### src/rtl/fetch_stage.sv
// Instruction-fetch stage: owns PCF, keeps at most one imem request in flight,
// absorbs variable memory latency and drives the fetch-to-decode register.
module fetch_stage #(
  parameter int               WIDTH     = 32,
  parameter logic [WIDTH-1:0] RESET_PC  = '0,
  parameter logic [WIDTH-1:0] NOP_INSTR = 'h13
) (
  input  logic             clk,
  input  logic             rst,
  input  logic             StallF,
  input  logic             StallD,
  input  logic             FlushD,
  input  logic             PCSrcE,
  input  logic [WIDTH-1:0] PCTargetE,
  output logic             imem_req,
  output logic [WIDTH-1:0] imem_addr,
  input  logic             imem_valid,
  input  logic [WIDTH-1:0] imem_rdata,
  output logic [WIDTH-1:0] PCF,
  output logic [WIDTH-1:0] InstrD,
  output logic [WIDTH-1:0] PCD,
  output logic [WIDTH-1:0] PCPlus4D,
  output logic             ValidD
);

  typedef enum logic [1:0] {S_ISSUE, S_WAIT, S_HOLD, S_DISCARD} state_t;

  state_t           state;
  logic [WIDTH-1:0] hold_q;
  logic [WIDTH-1:0] pc_plus4;
  logic [WIDTH-1:0] word;
  logic             deliver;

  // PC arithmetic wraps naturally at 2^WIDTH; no alignment is enforced.
  assign pc_plus4  = PCF + WIDTH'(4);
  // A word reaches decode either straight from memory or from the hold buffer,
  // but never while a redirect is squashing this cycle or fetch is stalled.
  assign deliver   = !PCSrcE && !StallF &&
                     (((state == S_WAIT) && imem_valid) || (state == S_HOLD));
  assign word      = (state == S_HOLD) ? hold_q : imem_rdata;
  assign imem_req  = (state == S_ISSUE) && !PCSrcE;
  assign imem_addr = PCF;

  // Request/response FSM, PC register and hold buffer.
  always_ff @(posedge clk or posedge rst) begin
    if (rst) begin
      state  <= S_ISSUE;
      PCF    <= RESET_PC;
      hold_q <= '0;
    end else begin
      case (state)
        S_ISSUE: begin
          // Responses are not expected here; any stray imem_valid is ignored.
          if (PCSrcE) PCF   <= PCTargetE;
          else        state <= S_WAIT;
        end
        S_WAIT: begin
          if (PCSrcE) begin
            // Redirect beats the response; if it has not arrived yet it must
            // still be swallowed before a new request can go out.
            PCF   <= PCTargetE;
            state <= imem_valid ? S_ISSUE : S_DISCARD;
          end else if (imem_valid) begin
            if (StallF) begin
              hold_q <= imem_rdata;
              state  <= S_HOLD;
            end else begin
              PCF   <= pc_plus4;
              state <= S_ISSUE;
            end
          end
        end
        S_HOLD: begin
          if (PCSrcE) begin
            PCF   <= PCTargetE;
            state <= S_ISSUE;
          end else if (!StallF) begin
            PCF   <= pc_plus4;
            state <= S_ISSUE;
          end
        end
        S_DISCARD: begin
          // Latest redirect target wins while the stale response is pending.
          if (PCSrcE)     PCF   <= PCTargetE;
          if (imem_valid) state <= S_ISSUE;
        end
        default: state <= S_ISSUE;
      endcase
    end
  end

  // Fetch-to-decode register: squash, then stall, then load, else bubble.
  always_ff @(posedge clk or posedge rst) begin
    if (rst) begin
      InstrD   <= NOP_INSTR;
      PCD      <= '0;
      PCPlus4D <= '0;
      ValidD   <= 1'b0;
    end else if (FlushD || PCSrcE) begin
      InstrD <= NOP_INSTR;
      ValidD <= 1'b0;
    end else if (StallD) begin
      InstrD <= InstrD;
    end else if (deliver) begin
      InstrD   <= word;
      PCD      <= PCF;
      PCPlus4D <= pc_plus4;
      ValidD   <= 1'b1;
    end else begin
      InstrD <= NOP_INSTR;
      ValidD <= 1'b0;
    end
  end

endmodule
### config.mk
export PLATFORM = sky130hd
export DESIGN_NAME = fetch_stage
export DESIGN_NICKNAME = d
export VERILOG_FILES = /design/src/rtl/fetch_stage.sv
export SDC_FILE = /design/constraint.sdc
export NUM_CORES = 1
export LEC_CHECK = 0
export ABC_AREA = 1
export CAP_MARGIN = 10
export CORE_ASPECT_RATIO = 1.1
export CORE_MARGIN = 2
export CORE_UTILIZATION = 48
export DETAILED_ROUTE_END_ITERATION = 12
export HOLD_SLACK_MARGIN = 0.03
export PLACE_DENSITY = 0.89
export SLEW_MARGIN = 20
export SYNTH_ARGS = -nofsm -noshare
export SYNTH_HDL_FRONTEND = slang
export SYNTH_SLANG_ARGS = --single-unit
### constraint.sdc
create_clock -name clk -period 5.9 [get_ports clk]
set_input_delay 1.18 -clock clk [delete_from_list [all_inputs] [get_ports clk]]
set_output_delay 1.18 -clock clk [all_outputs]
set_load 0.05 [all_outputs]
==> results of run 1 <==
power groups by stage:
stage / Clock [mW] / Sequential (mW) / Combinational [mW]
finish: 1.28 / 1.92 / 3.56
global route: 1.34 / 1.97 / 3.79
CTS: 1.29 / 1.91 / 3.57
detailed placement: 0 / 1.92 / 3.55
global placement: 0 / 1.90 / 3.48
floorplan: 0 / 2.84 / 1.56
Yosys cell counts (all sizes together):
| master | n | area [µm²] |
|---|---|---|
| clkbuf | 16 | 60.06 |
| nand2 | 330 | 1249 |
| nand3b | 1 | 7.510 |
| nand3 | 40 | 210.2 |
| inv | 89 | 334.1 |
| o22ai | 7 | 43.79 |
| a21oi | 3 | 15.01 |
| nor2 | 110 | 447.9 |
| a31oi | 12 | 75.07 |
| xor2 | 7 | 61.31 |
| o211ai | 1 | 7.510 |
| o21a | 1 | 7.510 |
| dfrtp | 158 | 3954 |
| ha | 6 | 75.07 |
| dfstp | 3 | 78.83 |
| o21ai | 157 | 939.6 |
| nand4 | 3 | 18.77 |
| buf | 62 | 468.0 |
routing by layer:
| metal | up-vias | track usage (%) | routed length, µm |
|---|---|---|---|
| met2 | 358 | 43.23 | 11290 |
| li1 | 3495 | - | - |
| met4 | 0 | 11.28 | 704 |
| met5 | - | 0 | 0 |
| met1 | 3516 | 31.95 | 8596 |
| met3 | 55 | 7.536 | 2098 |
critical path, stage by stage:
cell and delay, ns:
clkdlybuf4s50_1 0.62, nor2_1 0.19, clkdlybuf4s50_1 0.82
registers in the layout, summed over array words and instances, names as in the netlist:
| signal | cells |
|---|---|
| InstrD | 32 |
| PCD | 32 |
| PCF | 32 |
| PCPlus4D | 30 |
| ValidD | 1 |
| hold_q | 32 |
| state | 2 |
worst max path at each step:
stage	startpoint	to
after floorplan	rst	InstrD[10]
after global placement	PCSrcE	imem_req
after detailed placement	PCSrcE	InstrD[13]
after CTS	PCSrcE	imem_req
after global routing	PCSrcE	imem_req
final	PCSrcE	imem_req
metrics by stage:
stage,cells,util [%],worst slack (ns)
floorplan,1006,-,0.3767
global placement,1368,61.94,1.968
detailed placement,1368,61.94,1.871
CTS,1398,66.08,1.918
global route,1398,66.12,1.871
finish,1398,66.12,1.917
cell type report:
type                            count  share of cell area [%]
Clock buffer                       18                   4.057
Tap cell                          204                   2.358
Multi-Input combinational cell    678                   29.25
Clock inverter                     12                   2.196
Timing Repair Buffer              236                   21.73
Sequential cell                   161                   37.26
Inverter                           89                   3.156
cells by family after synthesis:
group	after synthesis	synth area share (%)
buf+inv	167	10.71
flops	161	50.08
compound gates	181	13.52
simple gates	484	24.01
fa+ha+maj	6	0.9322
xor+xnor	7	0.7614
==> key figures, run 1 <==
Routing
  – Initial DRC count: about 550
  – Detailed-route via count: around 7400
  – Iteration count of the initial detailed-routing pass: 5
  – Vias per cell: roughly 5.3
  – Drt wl/cell: 16.23 µm
  – Routed wire length: ~23 mm
  – DRC violations left: 0
  – Routed Antenna Nets: 0

Final layout
  – Storage element area: around 0.0040 mm²
  – Final #Nets: between 1000 and 1500
  – Multi-input logic area: ~0.0032 mm²
  – Most common cell after layout, fill and taps aside: nand2_1
  – Fillers: between 1000 and 1500
  – Most frequent cells in the layout: nand2_1 (326), clkdlybuf4s50_1 (232), dfrtp_1 (158)
  – N_diodes: 0
  – Area Overhead vs Synth: 34.42%
  – Post-route cell area: 0.01082 mm²
  – Ratio of cells with drive above 1 in the final layout: just over 8%

Power
  – Total Power: about 6.8 mW
  – Sw Share: 49.06%
  – P_leak: 5.069 nW
  – Sequential Power Share: between 20% and 30%
  – Clock network fraction of total power: 18.9%
  – Power Internal: around 3.4 mW
  – Comb pwr share: a little over half
  – PwrDens: 624.5 mW/mm²
  – Max rail drop VDD: 0.2702 mV
  – NetSw: around 3.3 mW

Placement
  – Post-DP HPWL: roughly 16 mm
  – PortBufs: approximately 230
  – Global placer's final weighted congestion: between 0.9 and 1
  – Area after DPL: between 0.01 and 0.015 mm²

Critical path
  – Worst R2R Path Depth: 10
  – CP Capture Type: output port
  – CP Max Fanout: 10
  – Worst R2R End: InstrD[13]
  – Setup CP Type: in2out
  – Reg-to-reg slack, setup: 2.39 ns
  – WP data arrival: approximately 2.8 ns
  – Worst Setup Start Kind: input pin
  – WP data required: approximately 4.7 ns
  – RR Startpoint: state[0]

Clock network
  – Clk pin slew, worst setup/hold paths: 0.06 ns
  – Clock Tree Root: clkbuf_16
  – Bufs on Longest Clock Path: 2
  – H-tree depth: 4
  – Hold bufs inserted after CTS: 0
  – # Post-CTS Setup Buffers: 0
  – Clock latency on the worst-skew pair: around 0.42 ns
  – CTS Buf Count: 17
  – Post-cts resize count: 0
  – Clk sink count: about 160
  – CTS tree: yes

STA
  – Final Max Tran Viols: 0
  – Final Hold Vio Count: 0
  – Slew Limit Headroom: a little over a third
  – Fmax: 251.0 MHz
  – Fin crit period: about 4 ns
  – Worst Skew: 0.009312 ns
  – Measured slew at the worst slew-check pin: a little under 1 ns
  – # setup viols final: 0
  – Hold WS: between 0.4 and 0.5 ns
  – RSZ-0062 raised after global routing: false
  – Final Cycle Share: about 68%
  – Total negative slack: 0 ns

Min path
  – Worst min path class: reg2reg
  – Hold path startpoint: hold_q[23]
  – WHS Endpoint: hold_q[23]
  – Hold Path Cell Cnt: 2

Synthesis
  – Syn Inst Count: around 1000
  – Post-synth net total: approximately 1100
  – Mean cell area of the mapped netlist: around 8.0 µm²
  – #FFs+latches synth: between 150 and 200
  – Unique masters post-synth: 28
  – Post-synthesis sequential area ratio: approximately 50%
  – Post-synth design cell area: about 0.008 mm²
  – Yosys warnings: 0

Status
  – Status: completed

Die
  – Die area: 0.01783 mm²
  – I/O pin total: around 230
  – Initial Util: between 40% and 50%
  – Core box area: roughly 0.016 mm²
  – Chip height: roughly 140 µm
  – FP Rows: 49
  – Chip width: 127.5 µm

Global routing
  – Total GRT Usage: between 20% and 30%
  – First-pass GRT wire length: between 30 and 40 mm
  – Largest net degree at the start of global routing: 85
  – Initial antenna violation count: 0
  – Gr ovfl total: 0
  – Vias in the first global route: approximately 7300

Flow run
  – Max_cap viols: 0
Note: power is estimated with default switching activity, not from simulation.
==> run 2, diff against run 1 <==
--- a/config.mk
+++ b/config.mk
@@ -9,10 +9,10 @@
 export CAP_MARGIN = 10
 export CORE_ASPECT_RATIO = 1.1
 export CORE_MARGIN = 2
-export CORE_UTILIZATION = 48
+export CORE_UTILIZATION = 43
 export DETAILED_ROUTE_END_ITERATION = 12
 export HOLD_SLACK_MARGIN = 0.03
-export PLACE_DENSITY = 0.89
+export PLACE_DENSITY = 0.84
 export SLEW_MARGIN = 20
 export SYNTH_ARGS = -nofsm -noshare
 export SYNTH_HDL_FRONTEND = slang
==> constraint.sdc (replaced) <==
create_clock -name clk -period 3.35 [get_ports clk]
set_input_delay 0.67 -clock clk [delete_from_list [all_inputs] [get_ports clk]]
set_output_delay 0.67 -clock clk [all_outputs]
set_load 0.05 [all_outputs]
==> run 2 against run 1 <==
  * Hold slack improved by 0.00051 ns
  * Sequential share of layout area decreased by 0.28 points
  * Wire length decreased by 1.1%
  * Sequential power increased by 76%
  * Combinational power increased by 76%
  * Total power increased by 72%
  * First-iteration DRC count increased by 3.1%
  * Global-route usage decreased by 2.9 points
  * Final cell count increased by 3.6%
  * Non-clock buffer count increased by 9
  * Final area increased by 0.76%
==> key figures, run 2 (same netlist as run 1, synthesis figures left out) <==
Status
  – Status: completed

Routing
  – Vias per cell: 4.977 (-6.3%)
  – Detailed-route via count: 7207 (-2.9%)
  – DRC violations left: 0 (unchanged)
  – Initial DRC count: 563 (+3.1%)
  – Routed wire length: 22.45 mm (-1.1%)
  – Routed Antenna Nets: 0 (unchanged)
  – Drt wl/cell: 15.50 µm (-4.5%)
  – Iteration count of the initial detailed-routing pass: 5 (unchanged)

Final layout
  – Multi-input logic area: 0.003158 mm² (-0.24%)
  – Most common cell after layout, fill and taps aside: nand2_1
  – Fillers: 1566 (+22%)
  – Ratio of cells with drive above 1 in the final layout: 9.129% (+0.92 points)
  – Fin util: 59.23% (-6.9 points)
  – Most frequent cells in the layout: nand2_1 (326), clkdlybuf4s50_1 (231), dfrtp_1 (158)
  – N_diodes: 0 (unchanged)
  – Final #Nets: 1269 (+0.71%)
  – Area Overhead vs Synth: 35.44%
  – Storage element area: 0.004033 mm² (unchanged)

Clock network
  – # Post-CTS Setup Buffers: 0 (unchanged)
  – Clock Tree Root: clkbuf_16
  – Post-cts resize count: 0 (unchanged)
  – CTS tree: yes
  – Hold bufs inserted after CTS: 0 (unchanged)
  – Clock latency on the worst-skew pair: 0.43 ns (about the same)
  – Bufs on Longest Clock Path: 2 (unchanged)
  – CTS Buf Count: 17 (unchanged)
  – Clk pin slew, worst setup/hold paths: 0.07 ns (about the same)
  – H-tree depth: 4 (unchanged)
  – Clk sink count: 161 (unchanged)

Min path
  – Worst min path class: reg2reg
  – Hold Path Cell Cnt: 2 (unchanged)
  – Hold path startpoint: InstrD[24]
  – WHS Endpoint: InstrD[24]

Die
  – Initial Util: 43.73% (-5.5 points)
  – I/O pin total: 233 (unchanged)
  – Chip height: 147.5 µm (+5.5%)
  – Die area: 0.01984 mm² (+11%)
  – Core box area: 0.01841 mm² (+12%)
  – FP Rows: 52 (+6.1%)
  – Chip width: 134.5 µm (+5.5%)

STA
  – Fin crit period: 2.513 ns
  – Final Cycle Share: around three quarters
  – Fmax: between 300 and 400 MHz
  – Final Max Tran Viols: 0 (unchanged)
  – RSZ-0062 raised after global routing: false
  – # setup viols final: 0 (unchanged)
  – Total negative slack: 0 ns (unchanged)
  – Slew Limit Headroom: 60.34% (+26 points)
  – Final setup margin: 0.8372 ns (-1.080 ns)
  – Measured slew at the worst slew-check pin: 0.5930 ns (-0.3868 ns)
  – Worst Skew: 0.007959 ns (-0.001353 ns)
  – Final Hold Vio Count: 0 (unchanged)

Global routing
  – Initial antenna violation count: 0 (unchanged)
  – Total GRT Usage: 23.25% (-2.9 points)
  – GR Util met2: 37.68% (-5.6 points)
  – Gr ovfl total: 0 (unchanged)
  – M3 GR Usage: 7.956% (+0.42 points)
  – Vias in the first global route: 6841 (-5.7%)
  – M1 GR Usage: 28.69% (-3.3 points)
  – First-pass GRT wire length: 36.06 mm (-1.8%)
  – Gr busiest metal: met2
  – Largest net degree at the start of global routing: 64 (-25%)

Critical path
  – Crit-path cells: clkdlybuf4s50_1
  – Top delay family on crit path: buffers and inverters
  – Setup CP Type: reg2out
  – Slowest stage cell, crit path: clkdlybuf4s50_1
  – Reg-to-reg slack, setup: 1.31 ns (-1.08 ns)
  – RR Startpoint: state[1]
  – Max incr delay on CP: 0.88 ns (+0.06 ns)
  – WP data arrival: 1.84 ns (-0.96 ns)
  – Worst R2R End: hold_q[3]
  – CP Max Fanout: 8 (-2)
  – WP data required: 2.68 ns (-2.04 ns)
  – Worst Setup Start Kind: flip-flop
  – Worst R2R Path Depth: 6 (-4)
  – CP Capture Type: output port
  – Crit path buf inv count: 1 (-1)

Power
  – PwrDens: 1065 mW/mm² (+71%)
  – Max rail drop VDD: 0.6057 mV (+120%)
  – P_leak: 5.089 nW (+0.39%)
  – Total Power: 11.62 mW (+72%)

Flow run
  – Max_cap viols: 0 (unchanged)

Placement
  – Dpl ws: 0.7266 ns (-1.144 ns)
  – Global placer's final weighted congestion: 0.9010 (-2.1%)
  – Post-DP HPWL: 16.04 mm (+1.7%)
  – PortBufs: 232 (unchanged)
run 2: cell count changes in the layout (fill, tap and decap cells not counted), moves of 3 or more:
cell	change
buf_12	+5
inv_6	+6
clkinv_2	-4
bufinv_16	-6
buf_4	+5
inv_8	+3
run 2: worst max-delay path by stage:
stage,from,end,slack [ns],depth (start not counted)
6_report,PCF[23],PCF[23],0.84,1
5_1_grt,PCF[2],imem_addr[2],0.75,1
4_1_cts,PCF[2],imem_addr[2],0.81,1
3_5_place_dp,PCSrcE,hold_q[28],0.73,6
3_3_place_gp,PCSrcE,hold_q[28],0.75,6
2_1_floorplan,rst,InstrD[10],0.64,1
run 2: final cells by class:
cell class	instances	share of cell area [%]
sequential	161	36.97
timing repair buffer	245	22.74
tap	243	2.788
multi-input combinational	678	28.95
clock buffer	17	3.900
clock inverter	15	1.526
inverter	89	3.120
run 2: power breakdown:
| part | switching, mW | leakage [nW] | internal, mW |
|---|---|---|---|
| Combinational | 4.31 | 2.72 | 1.96 |
| Sequential | 0.720 | 2.08 | 2.66 |
| Clock | 0.901 | 0.289 | 1.06 |
| Total | 5.94 | 5.09 | 5.68 |
run 2: through the flow:
stage | cells | hold slack [ns] | area [µm²]
after detailed placement | 1416 | 0.4677 | 10310
after floorplan | 1006 | 0.4479 | 8056
after global placement | 1416 | 0.4559 | 10310
final | 1448 | 0.4789 | 10910
after global routing | 1448 | 0.5028 | 10910
after CTS | 1448 | 0.4844 | 10910
run 2: routing by layer:
metal | vias up | routed length (µm)
met5 | - | 0
met2 | 299 | 10890
met3 | 34 | 2011
met1 | 3348 | 8974
met4 | 0 | 569
li1 | 3526 | -
